==> src/rtl/spi_tx_sequencer.sv <==
// SPI transmit sequencer: pops words from a first-word-fall-through TX FIFO
// and shifts them out MSB first (CPHA=0), chaining frames back-to-back while
// data is available, with a programmable SCK half-period.
module spi_tx_sequencer #(
  parameter int unsigned DATA_W = 8,
  parameter int unsigned DIV_W  = 8
) (
  input  logic              CLK,
  input  logic              RST,
  input  logic              en,
  input  logic              cpol,
  input  logic [DIV_W-1:0]  clk_div,
  input  logic              fifo_tx_empty,
  input  logic [DATA_W-1:0] fifo_tx_data_out,
  output logic              fifo_tx_read,
  output logic              SCK,
  output logic              MOSI,
  output logic              CS_N,
  output logic              busy,
  output logic              done
);

  // Toggle counter must reach 2*DATA_W (final half-period marker).
  localparam int unsigned TOG_W = $clog2(2 * DATA_W + 1);
  localparam logic [TOG_W-1:0] TOG_END  = TOG_W'(2 * DATA_W);
  localparam logic [TOG_W-1:0] TOG_LAST = TOG_W'(2 * DATA_W - 1);

  typedef enum logic [2:0] {
    IDLE,
    LOAD,
    SETUP,
    SHIFT,
    HOLD
  } state_t;

  state_t            state, state_nxt;
  logic [DIV_W-1:0]  cnt, cnt_nxt;
  logic [TOG_W-1:0]  tog, tog_nxt;
  logic [DATA_W-1:0] shreg, shreg_nxt;
  logic [DIV_W-1:0]  div_l, div_nxt;
  logic              cpol_l, cpol_nxt;
  logic              first, first_nxt;
  logic              read_nxt;
  logic              sck_nxt;
  logic              mosi_nxt;
  logic              cs_n_nxt;
  logic              busy_nxt;
  logic              done_nxt;
  logic              cont_c;

  // Another frame can start only when enabled and the FIFO has a word.
  assign cont_c = en & ~fifo_tx_empty;

  // Next-state and next-output computation; every output is registered below.
  always_comb begin
    state_nxt = state;
    cnt_nxt   = cnt;
    tog_nxt   = tog;
    shreg_nxt = shreg;
    div_nxt   = div_l;
    cpol_nxt  = cpol_l;
    first_nxt = first;
    read_nxt  = 1'b0;
    sck_nxt   = SCK;
    mosi_nxt  = MOSI;
    cs_n_nxt  = CS_N;
    done_nxt  = 1'b0;

    unique case (state)
      IDLE: begin
        sck_nxt  = cpol;
        cs_n_nxt = 1'b1;
        mosi_nxt = 1'b0;
        cnt_nxt  = '0;
        tog_nxt  = '0;
        if (cont_c) begin
          state_nxt = LOAD;
          read_nxt  = 1'b1;
          cs_n_nxt  = 1'b0;
          first_nxt = 1'b1;
        end
      end

      LOAD: begin
        shreg_nxt = fifo_tx_data_out;
        first_nxt = 1'b0;
        if (first) begin
          // Burst start: freeze divider and polarity for the whole burst.
          div_nxt   = clk_div;
          cpol_nxt  = cpol;
          cnt_nxt   = clk_div;
          sck_nxt   = cpol;
          mosi_nxt  = fifo_tx_data_out[DATA_W-1];
          tog_nxt   = '0;
          state_nxt = SETUP;
        end else begin
          // Chained frame: LOAD closed the gap half-period, so lead now.
          cnt_nxt   = div_l;
          sck_nxt   = ~SCK;
          tog_nxt   = TOG_W'(1);
          state_nxt = SHIFT;
        end
      end

      SETUP: begin
        if (cnt == '0) begin
          cnt_nxt   = div_l;
          sck_nxt   = ~SCK;
          tog_nxt   = TOG_W'(1);
          state_nxt = SHIFT;
        end else begin
          cnt_nxt = cnt - DIV_W'(1);
        end
      end

      SHIFT: begin
        if (tog == TOG_END) begin
          // Half-period after the last trailing edge; LOAD takes its last cycle.
          if (cnt == '0) begin
            state_nxt = HOLD;
            cnt_nxt   = div_l;
          end else if (cnt == DIV_W'(1) && cont_c) begin
            state_nxt = LOAD;
            read_nxt  = 1'b1;
            cnt_nxt   = '0;
            mosi_nxt  = fifo_tx_data_out[DATA_W-1];
          end else begin
            cnt_nxt = cnt - DIV_W'(1);
          end
        end else if (cnt == '0) begin
          sck_nxt = ~SCK;
          tog_nxt = tog + TOG_W'(1);
          cnt_nxt = div_l;
          if (tog[0]) begin
            // Trailing edge: advance to the next bit.
            shreg_nxt = shreg << 1;
            if (tog != TOG_LAST) begin
              mosi_nxt = shreg[DATA_W-2];
            end else if (div_l == '0 && cont_c) begin
              // One-cycle half-period: the gap cycle itself is the LOAD.
              state_nxt = LOAD;
              read_nxt  = 1'b1;
              mosi_nxt  = fifo_tx_data_out[DATA_W-1];
            end
          end
        end else begin
          cnt_nxt = cnt - DIV_W'(1);
        end
      end

      HOLD: begin
        sck_nxt = cpol_l;
        if (cnt == '0) begin
          state_nxt = IDLE;
          cs_n_nxt  = 1'b1;
          done_nxt  = 1'b1;
          sck_nxt   = cpol;
          mosi_nxt  = 1'b0;
        end else begin
          cnt_nxt = cnt - DIV_W'(1);
        end
      end

      default: state_nxt = IDLE;
    endcase

    busy_nxt = (state_nxt != IDLE);
  end

  // State, datapath and output registers with asynchronous reset.
  always_ff @(posedge CLK or posedge RST) begin
    if (RST) begin
      state        <= IDLE;
      cnt          <= '0;
      tog          <= '0;
      shreg        <= '0;
      div_l        <= '0;
      cpol_l       <= 1'b0;
      first        <= 1'b0;
      fifo_tx_read <= 1'b0;
      SCK          <= 1'b0;
      MOSI         <= 1'b0;
      CS_N         <= 1'b1;
      busy         <= 1'b0;
      done         <= 1'b0;
    end else begin
      state        <= state_nxt;
      cnt          <= cnt_nxt;
      tog          <= tog_nxt;
      shreg        <= shreg_nxt;
      div_l        <= div_nxt;
      cpol_l       <= cpol_nxt;
      first        <= first_nxt;
      fifo_tx_read <= read_nxt;
      SCK          <= sck_nxt;
      MOSI         <= mosi_nxt;
      CS_N         <= cs_n_nxt;
      busy         <= busy_nxt;
      done         <= done_nxt;
    end
  end

endmodule

==> config.mk <==
export PLATFORM = sky130hd
export DESIGN_NAME = spi_tx_sequencer
export DESIGN_NICKNAME = d
export VERILOG_FILES = /design/src/rtl/spi_tx_sequencer.sv
export SDC_FILE = /design/constraint.sdc
export NUM_CORES = 1
export LEC_CHECK = 0
export ABC_CLOCK_PERIOD_IN_PS = 4750
export BUFFER_PORTS_ARGS = -buffer_cell sky130_fd_sc_hd__clkbuf_2
export CAP_MARGIN = 20
export CORE_MARGIN = 2
export CORE_UTILIZATION = 40
export DETAILED_ROUTE_END_ITERATION = 10
export GPL_TIMING_DRIVEN = 1
export PLACE_DENSITY = 0.61
export SLEW_MARGIN = 15
export SYNTH_ARGS = -nofsm -noshare
export SYNTH_HDL_FRONTEND = slang
export SYNTH_SLANG_ARGS = --single-unit
==> constraint.sdc <==
create_clock -name CLK -period 4.75 [get_ports CLK]
set_clock_uncertainty 0.2 [all_clocks]
set_input_delay 0.2375 -clock CLK [delete_from_list [all_inputs] [get_ports CLK]]
set_output_delay 0.2375 -clock CLK [all_outputs]
set_load 0.01 [all_outputs]
==> key figures, run 1 <==
Critical path
  – Buffer and inverter count on the worst path: 1
  – Data required time of the worst path: 4.74 ns
  – Biggest cell delay along the critical path: 0.64 ns
  – Cell-by-cell trace of the critical path: inv_1 > ha_1 > and3_1 > nand2_1 > a21oi_4 > mux2_2
  – Critical path type: reg -> reg
  – Cell at the slowest stage of the critical path: sky130_fd_sc_hd__and3_1
  – CP Data Arrival Time: 2.75 ns
  – CP startpoint kind: register
  – Largest delay contributor family on the critical path: simple AND/OR/NAND/NOR gates
  – Kind of end point of the critical path: register
  – Largest driver fanout on the critical path: 15

STA
  – Final setup viols: 0
  – Final hold viol count: 0
  – Highest Clock Rate: 361.3 MHz
  – Pins over their slew limit: 0
  – Worst slew pin tran: 0.7725 ns
  – Summed negative setup slack over all endpoints: 0 ns
  – Setup repair after global routing missed its margin: no
  – Relative slew slack: 48.50%
  – Fin crit period: 2.767 ns
  – Tcrit/Tclk final: 58.26%

Pwr
  – Worst-case vdd ir drop: 0.1435 mV
  – Areal power density over the cells: 230.4 nW/um^2
  – Leakage: 1.243 nW
  – Power, Total: 0.6666 mW

CTS
  – Later-pin clock latency in the skew report: 0.30 ns
  – CTS H-tree depth: 2
  – Clk slew on worst S/H paths: 0.08 ns
  – Post-CTS sizing: 0
  – CTS tree: built
  – Maximum clock insertion buffer count: 2
  – Total number of clock tree sinks: 39
  – Cts bufs inserted: 5
  – Clock root buffer: sky130_fd_sc_hd__clkbuf_8

Drt
  – Final wirelength: 6.090 mm
  – Average vias per placed instance: 5.712
  – Total number of vias: 2182
  – ANT nets after route: 0
  – Number of design-rule violations left by the first detailed-router iteration: 169
  – Total DRC errors in the routed layout: 0
  – First drt pass iteration count: 5
  – Routed length per placed instance: 15.94 um

Die
  – Width of the die: 82.94 um
  – I/O Pins: 27
  – Core region area: 5956 um^2
  – Std-Cell Rows: 28
  – Starting Density: 41.85%
  – Area of the die: 6878 um^2
  – DIE HEIGHT: 82.94 um

Global route
  – Pin count of the biggest net entering global routing: 40
  – Global-route congestion overflow total: 0
  – GRT Overall Usage: 18.61%
  – Initial antenna violation count: 0
  – Vias in the first global route: 2123
  – Wire length of the first global-routing pass: 10.48 mm

Synth
  – Async set-or-reset flop fraction in the synthesized netlist: 100.0%
  – YS warnings: 0
  – Per-instance average area after synthesis: 9.096 um^2
  – Portion of the post-synthesis area used by sequential elements: 39.21%
  – Net count after synthesis: 301
  – Most used flip-flop cell after synthesis: sky130_fd_sc_hd__dfrtp_1
  – Flip-flop and latch count after synthesis: 39
  – Distinct cell type count of the synthesized netlist: 66
  – Number of instances in the synthesized netlist: 274
  – Post-synth EDFFs: 0
  – Cell area after technology mapping: 2492 um^2

Worst hold path
  – Type of the worst min-delay path: in -> reg

Status
  – Status: finished clean

Place
  – Placed cell areas: 2665 um^2
  – Detailed placement HPWL: 4.233 mm
  – Gpl congestion: 0.8476
  – Port-buffer cells: 26

Layout
  – Antenna cell count: 0
  – Layout Area Growth over Synthesis: 16.06%
  – Proportion of layout cells with a drive suffix above 1: 22.15%
  – Fin nets: 333
  – Number of fill cells: 607
  – Final design instance area without fill: 2893 um^2

Run
  – Max-Cap Viols: 0
==> worst reg2reg max path, stage by stage (launching register included) <==
cell,delay [ns]
sky130_fd_sc_hd__dfrtp_1,0.46
sky130_fd_sc_hd__inv_1,0.11
sky130_fd_sc_hd__ha_1,0.35
sky130_fd_sc_hd__and3_1,0.64
sky130_fd_sc_hd__nand2_1,0.21
sky130_fd_sc_hd__a21oi_4,0.31
sky130_fd_sc_hd__mux2_2,0.37
==> what timing repair did <==
action / CTS / global route
endpoints found under the setup margin: 0 / 0
buffers inserted: 0 / 0
endpoints found under the hold margin: 51 / 0
hold buffers: 11 / 0
==> synth_stat cells, types with 2 or more instances <==
cell,instances,area [um^2]
sky130_fd_sc_hd__a211o_1,2,17.52
sky130_fd_sc_hd__a21boi_0,2,15.01
sky130_fd_sc_hd__a21o_1,4,30.03
sky130_fd_sc_hd__a21oi_1,11,55.05
sky130_fd_sc_hd__a221o_1,4,40.04
sky130_fd_sc_hd__a22oi_1,2,15.01
sky130_fd_sc_hd__a31oi_1,2,12.51
sky130_fd_sc_hd__a32o_1,3,30.03
sky130_fd_sc_hd__a32oi_1,3,26.28
sky130_fd_sc_hd__and3_1,4,25.02
sky130_fd_sc_hd__buf_2,4,20.02
sky130_fd_sc_hd__buf_4,2,15.01
sky130_fd_sc_hd__clkbuf_1,7,26.28
sky130_fd_sc_hd__dfrtp_1,38,950.9
sky130_fd_sc_hd__ha_1,6,75.07
sky130_fd_sc_hd__inv_1,10,37.54
sky130_fd_sc_hd__mux2_2,14,157.7
sky130_fd_sc_hd__mux2i_1,2,20.02
sky130_fd_sc_hd__nand2_1,49,183.9
sky130_fd_sc_hd__nand2_2,2,12.51
sky130_fd_sc_hd__nand2b_1,4,25.02
sky130_fd_sc_hd__nand3_1,6,30.03
sky130_fd_sc_hd__nand4b_1,2,17.52
sky130_fd_sc_hd__nor2_1,19,71.32
sky130_fd_sc_hd__nor2b_1,3,18.77
sky130_fd_sc_hd__nor3_1,4,20.02
sky130_fd_sc_hd__nor4_1,2,12.51
sky130_fd_sc_hd__o2111ai_1,2,17.52
sky130_fd_sc_hd__o21ai_0,14,70.07
sky130_fd_sc_hd__o22ai_1,2,12.51
sky130_fd_sc_hd__o31ai_1,5,37.54
sky130_fd_sc_hd__or3_1,5,31.28
sky130_fd_sc_hd__or3b_2,2,17.52
==> power by group <==
group          switching, mW  leakage [nW]  internal (mW)
Sequential           0.00282         0.457          0.332
Combinational         0.0184         0.725         0.0178
Clock                  0.125        0.0612          0.170
==> per-layer routing <==
metal  vias to the layer above  wire (um)  track usage [%]
met5                         -          0                0
met3                         9        295            3.380
met4                         0         84            5.812
li1                       1065          -                -
met2                        63       2897            30.21
met1                      1045       2813            25.24
==> flip-flops by register name, indices dropped and copies added, names as in the netlist, 3 cells and up <==
register and count:
cnt 8, tog 5, shreg 7, div_l 8, state 3
==> worst paths after layout <==
| kind | startpoint | to | slack, ns | cells past startpoint |
|---|---|---|---|---|
| worst max-delay path | cnt[0] | shreg[5] | 1.98 | 6 |
| worst min-delay path | fifo_tx_data_out[1] | shreg[1] | 0.07 | 4 |
| worst max register to register | cnt[0] | shreg[5] | 1.98 | 6 |
| worst min register to register | cpol_l | cpol_l | 0.29 | 2 |
| max in group asynchronous | RST | CS_N | 3.59 | 4 |
| min in group asynchronous | RST | first | 0.40 | 4 |
==> area by class of cell <==
type	count	area [um^2]	area share, %
well taps	75	93.84	3.244
clock inverters	2	35.03	1.211
inverters	10	37.54	1.298
repair buffers	39	255.2	8.824
flip-flops and latches	39	977.2	33.78
multi-input cells	211	1411	48.79
clock buffers	6	82.58	2.855
==> logic make-up (layout without fill, tap and decap cells) <==
family                     count (synthesis)  after routing  share of synthesized area (%)
AOI/OAI and AO/OA                         73             73                          22.24
adders and majority gates                  6              6                          3.012
buffers and inverters                     24             57                          4.167
DFF                                       39             39                          39.21
muxes                                     17             17                          7.580
and+or+nand+nor                          115            115                          23.80
==> metrics by stage <==
step	hold slack (ns)	setup slack (ns)	utilization [%]	instances
2_1_floorplan	0.1429	2.470	-	274
3_3_place_gp	0.1747	2.092	44.75	363
6_report	0.06553	1.983	48.57	382
5_1_grt	0.08038	1.796	48.57	382
4_1_cts	0.06320	1.960	48.57	382
3_5_place_dp	0.1773	1.981	44.75	363
==> cell usage in the layout (no fill, tap or decap), types with 3 or more instances in the layout <==
cell	synthesis	final
sky130_fd_sc_hd__a21o_1	4	4
sky130_fd_sc_hd__a21oi_1	11	11
sky130_fd_sc_hd__a221o_1	4	4
sky130_fd_sc_hd__a32o_1	3	3
sky130_fd_sc_hd__a32oi_1	3	3
sky130_fd_sc_hd__and3_1	4	4
sky130_fd_sc_hd__clkbuf_2	1	26
sky130_fd_sc_hd__clkbuf_8	0	6
sky130_fd_sc_hd__dfrtp_1	38	38
sky130_fd_sc_hd__dlygate4sd3_1	0	11
sky130_fd_sc_hd__ha_1	6	6
sky130_fd_sc_hd__inv_1	10	10
sky130_fd_sc_hd__mux2_2	14	14
sky130_fd_sc_hd__nand2_1	49	49
sky130_fd_sc_hd__nand2b_1	4	4
sky130_fd_sc_hd__nand3_1	6	6
sky130_fd_sc_hd__nor2_1	19	19
sky130_fd_sc_hd__nor2b_1	3	3
sky130_fd_sc_hd__nor3_1	4	4
sky130_fd_sc_hd__o21ai_0	14	14
sky130_fd_sc_hd__o31ai_1	5	5
sky130_fd_sc_hd__or3_1	5	5
No activity file was read; power rests on OpenSTA's default activity.
==> run 2: changes to the inputs <==
--- a/config.mk
+++ b/config.mk
@@ -5,7 +5,7 @@
 export SDC_FILE = /design/constraint.sdc
 export NUM_CORES = 1
 export LEC_CHECK = 0
-export ABC_CLOCK_PERIOD_IN_PS = 4750
+export ABC_CLOCK_PERIOD_IN_PS = 2700
 export BUFFER_PORTS_ARGS = -buffer_cell sky130_fd_sc_hd__clkbuf_2
 export CAP_MARGIN = 20
 export CORE_MARGIN = 2
==> constraint.sdc (replaced) <==
create_clock -name CLK -period 2.7 [get_ports CLK]
set_clock_uncertainty 0.2 [all_clocks]
set_input_delay 0.135 -clock CLK [delete_from_list [all_inputs] [get_ports CLK]]
set_output_delay 0.135 -clock CLK [all_outputs]
set_load 0.01 [all_outputs]
==> run 2 against run 1 <==
Effect of this change: critical path depth grew 2; register-to-register slack lost 1.7 ns; setup slack lost 1.7 ns; die area is the same; first-iteration DRC count grew 47%; clock power grew 76%; flip-flop and latch count is the same; routed wire length grew 3.3%; maximum frequency grew 14%; global-route usage grew 0.46 points; largest cell class unchanged.
==> key figures, run 2 (synthesis results as in run 1) <==
Critical path
  – CP Data Arrival Time: 2.41 ns (-0.34 ns)
  – Critical path type: reg -> reg
  – Cell at the slowest stage of the critical path: sky130_fd_sc_hd__dfrtp_1
  – Biggest cell delay along the critical path: 0.43 ns (-0.21 ns)
  – CP startpoint kind: register
  – Data required time of the worst path: 2.68 ns (-2.06 ns)
  – Largest driver fanout on the critical path: 10 (-5)
  – Kind of end point of the critical path: register
  – Cell-by-cell trace of the critical path: inv_1 > ha_1 > nor4bb_1 > buf_4 > nand4_2 > a22oi_1 > nand2_1 > a221o_1

Layout
  – Total area of multi-input combinational cells: 1411 um^2 (unchanged)
  – Final design instance area without fill: 3013 um^2 (+4.2%)
  – Sequential cell area in the final layout: 977.2 um^2 (unchanged)
  – Layout Area Growth over Synthesis: 20.88%
  – Antenna cell count: 0 (unchanged)
  – Top library cells by usage in the layout, fill and taps aside: sky130_fd_sc_hd__nand2_1, sky130_fd_sc_hd__dfrtp_1, sky130_fd_sc_hd__clkbuf_2, sky130_fd_sc_hd__nor2_1, sky130_fd_sc_hd__dlygate4sd3_1
  – Biggest regs: cnt x8, div_l x8, shreg x7
  – Number of fill cells: 578 (-4.8%)
  – Proportion of layout cells with a drive suffix above 1: 23.68% (+1.5 points)
  – Fin nets: 347 (+4.2%)
  – Most common cell after layout, fill and taps aside: sky130_fd_sc_hd__nand2_1

Pwr
  – Combinational power share: 6.3% (+0.9 points)
  – Power, Total: 1.182 mW (+77%)
  – Net Sw Frac: 21.98% (about the same)
  – Sequential share of power: 49.7% (-0.5 points)
  – Areal power density over the cells: 392.4 nW/um^2 (+70%)
  – Worst-case vdd ir drop: 0.2449 mV (+71%)
  – Int Power: 0.9224 mW (+77%)
  – Switching component of the power: 0.2599 mW (+77%)
  – Clock network fraction of design power: 44.0% (-0.3 points)
  – Leakage: 1.309 nW (+5.3%)

Die
  – Starting Density: 41.85% (unchanged)
  – Area of the die: 6878 um^2 (unchanged)
  – Core region area: 5956 um^2 (unchanged)
  – I/O Pins: 27 (unchanged)
  – Width of the die: 82.94 um (unchanged)
  – Std-Cell Rows: 28 (unchanged)
  – DIE HEIGHT: 82.94 um (unchanged)

Drt
  – Total number of vias: 2294 (+5.1%)
  – Average vias per placed instance: 5.793 (+1.4%)
  – Final wirelength: 6.291 mm (+3.3%)
  – Total DRC errors in the routed layout: 0 (unchanged)
  – Routed length per placed instance: 15.89 um (-0.35%)
  – First drt pass iteration count: 7 (+2)
  – Number of design-rule violations left by the first detailed-router iteration: 249 (+47%)
  – ANT nets after route: 0 (unchanged)

CTS
  – Clk slew on worst S/H paths: 0.08 ns (about the same)
  – Total number of clock tree sinks: 39 (unchanged)
  – CTS H-tree depth: 2 (unchanged)
  – Clock root buffer: sky130_fd_sc_hd__clkbuf_8
  – Cts bufs inserted: 5 (unchanged)
  – Number of setup buffers added after CTS: 0 (unchanged)
  – CTS tree: built
  – Hold-fix buffer count after cts: 17 (+6)
  – Maximum clock insertion buffer count: 2 (unchanged)
  – Post-CTS sizing: 0 (unchanged)
  – Later-pin clock latency in the skew report: 0.29 ns (about the same)

Place
  – Detailed placement HPWL: 4.393 mm (+3.8%)
  – Port-buffer cells: 26 (unchanged)
  – Placed cell areas: 2725 um^2 (+2.3%)
  – Gpl congestion: 0.8845 (+4.4%)

STA
  – Pins over their slew limit: 0 (unchanged)
  – Final setup viols: 0 (unchanged)
  – Summed negative setup slack over all endpoints: 0 ns (unchanged)
  – Fin crit period: 2.428 ns (-0.3398 ns)
  – Relative slew slack: 65.62% (+17 points)
  – Worst slew pin tran: 0.5158 ns (-0.2568 ns)
  – Tcrit/Tclk final: 89.91% (+32 points)
  – Final hold viol count: 0 (unchanged)
  – Setup repair after global routing missed its margin: no
  – Worst slack on hold paths: 0.003340 ns (-0.06219 ns)
  – Highest Clock Rate: 411.9 MHz (+14%)

Run
  – Max-Cap Viols: 0 (unchanged)

Global route
  – Wire length of the first global-routing pass: 10.76 mm (+2.6%)
  – Initial antenna violation count: 0 (unchanged)
  – Vias in the first global route: 2229 (+5.0%)
  – Global-route congestion overflow total: 0 (unchanged)
  – Pin count of the biggest net entering global routing: 40 (unchanged)
  – GRT Overall Usage: 19.07% (+0.46 points)

Status
  – Status: finished clean

Worst hold path
  – Type of the worst min-delay path: in -> reg
-- run 2: cell count changes in the layout (fill, tap and decap cells not counted) --
cell	before	now
sky130_fd_sc_hd__dlygate4sd3_1	11	17
sky130_fd_sc_hd__buf_4	2	10
-- run 2: cell type report --
cell class | count | share of cell area [%]
Clock buffer | 6 | 2.741
Clock inverter | 2 | 1.163
Inverter | 10 | 1.246
Multi-Input combinational cell | 211 | 46.84
Sequential cell | 39 | 32.43
Tap cell | 75 | 3.115
Timing Repair Buffer | 53 | 12.46
-- run 2: worst paths after layout --
check	endpoint	slack (ns)	startpoint	cells after the start
max	cnt[6]	0.27	tog[0]	8
min	shreg[3]	0.003	fifo_tx_data_out[3]	3
max reg2reg	cnt[6]	0.27	tog[0]	8
min reg2reg	cpol_l	0.29	cpol_l	2
max in group asynchronous	CS_N	1.63	RST	4
min in group asynchronous	div_l[7]	0.28	RST	4
-- run 2: worst max-delay path: cells and delay by family (launching register included) --
kind / cells / cell delay, ns
buffers and inverters: 2 / 0.33
and+or+nand+nor: 3 / 0.54
DFF: 1 / 0.43
adders and majority gates: 1 / 0.14
AOI/OAI and AO/OA: 2 / 0.67
-- run 2: per-stage QoR --
stage / instances / util [%] / setup WS [ns]
6_report: 396 / 50.59 / 0.2724
5_1_grt: 396 / 50.59 / 0.1333
4_1_cts: 396 / 50.59 / 0.2889
3_5_place_dp: 371 / 45.76 / 0.3048
3_3_place_gp: 371 / 45.76 / 0.3328
2_1_floorplan: 274 / - / 0.4204
-- run 2: power groups by stage --
stage	clock [mW]	combinational, mW	sequential (mW)
global placement	0	0.0551	0.599
floorplan	0	0.0307	0.597
detailed placement	0	0.0556	0.599
finish	0.520	0.0743	0.588
CTS	0.525	0.0749	0.587
global route	0.556	0.0834	0.588
-- run 2: routing by layer --
metal / vias up / GRT usage (%) / share of wire (%)
met5: - / 0 / 0
met4: 0 / 5.812 / 1.2
met3: 7 / 3.181 / 5.0
met2: 92 / 29.84 / 46
met1: 1103 / 27.06 / 48
li1: 1092 / - / -
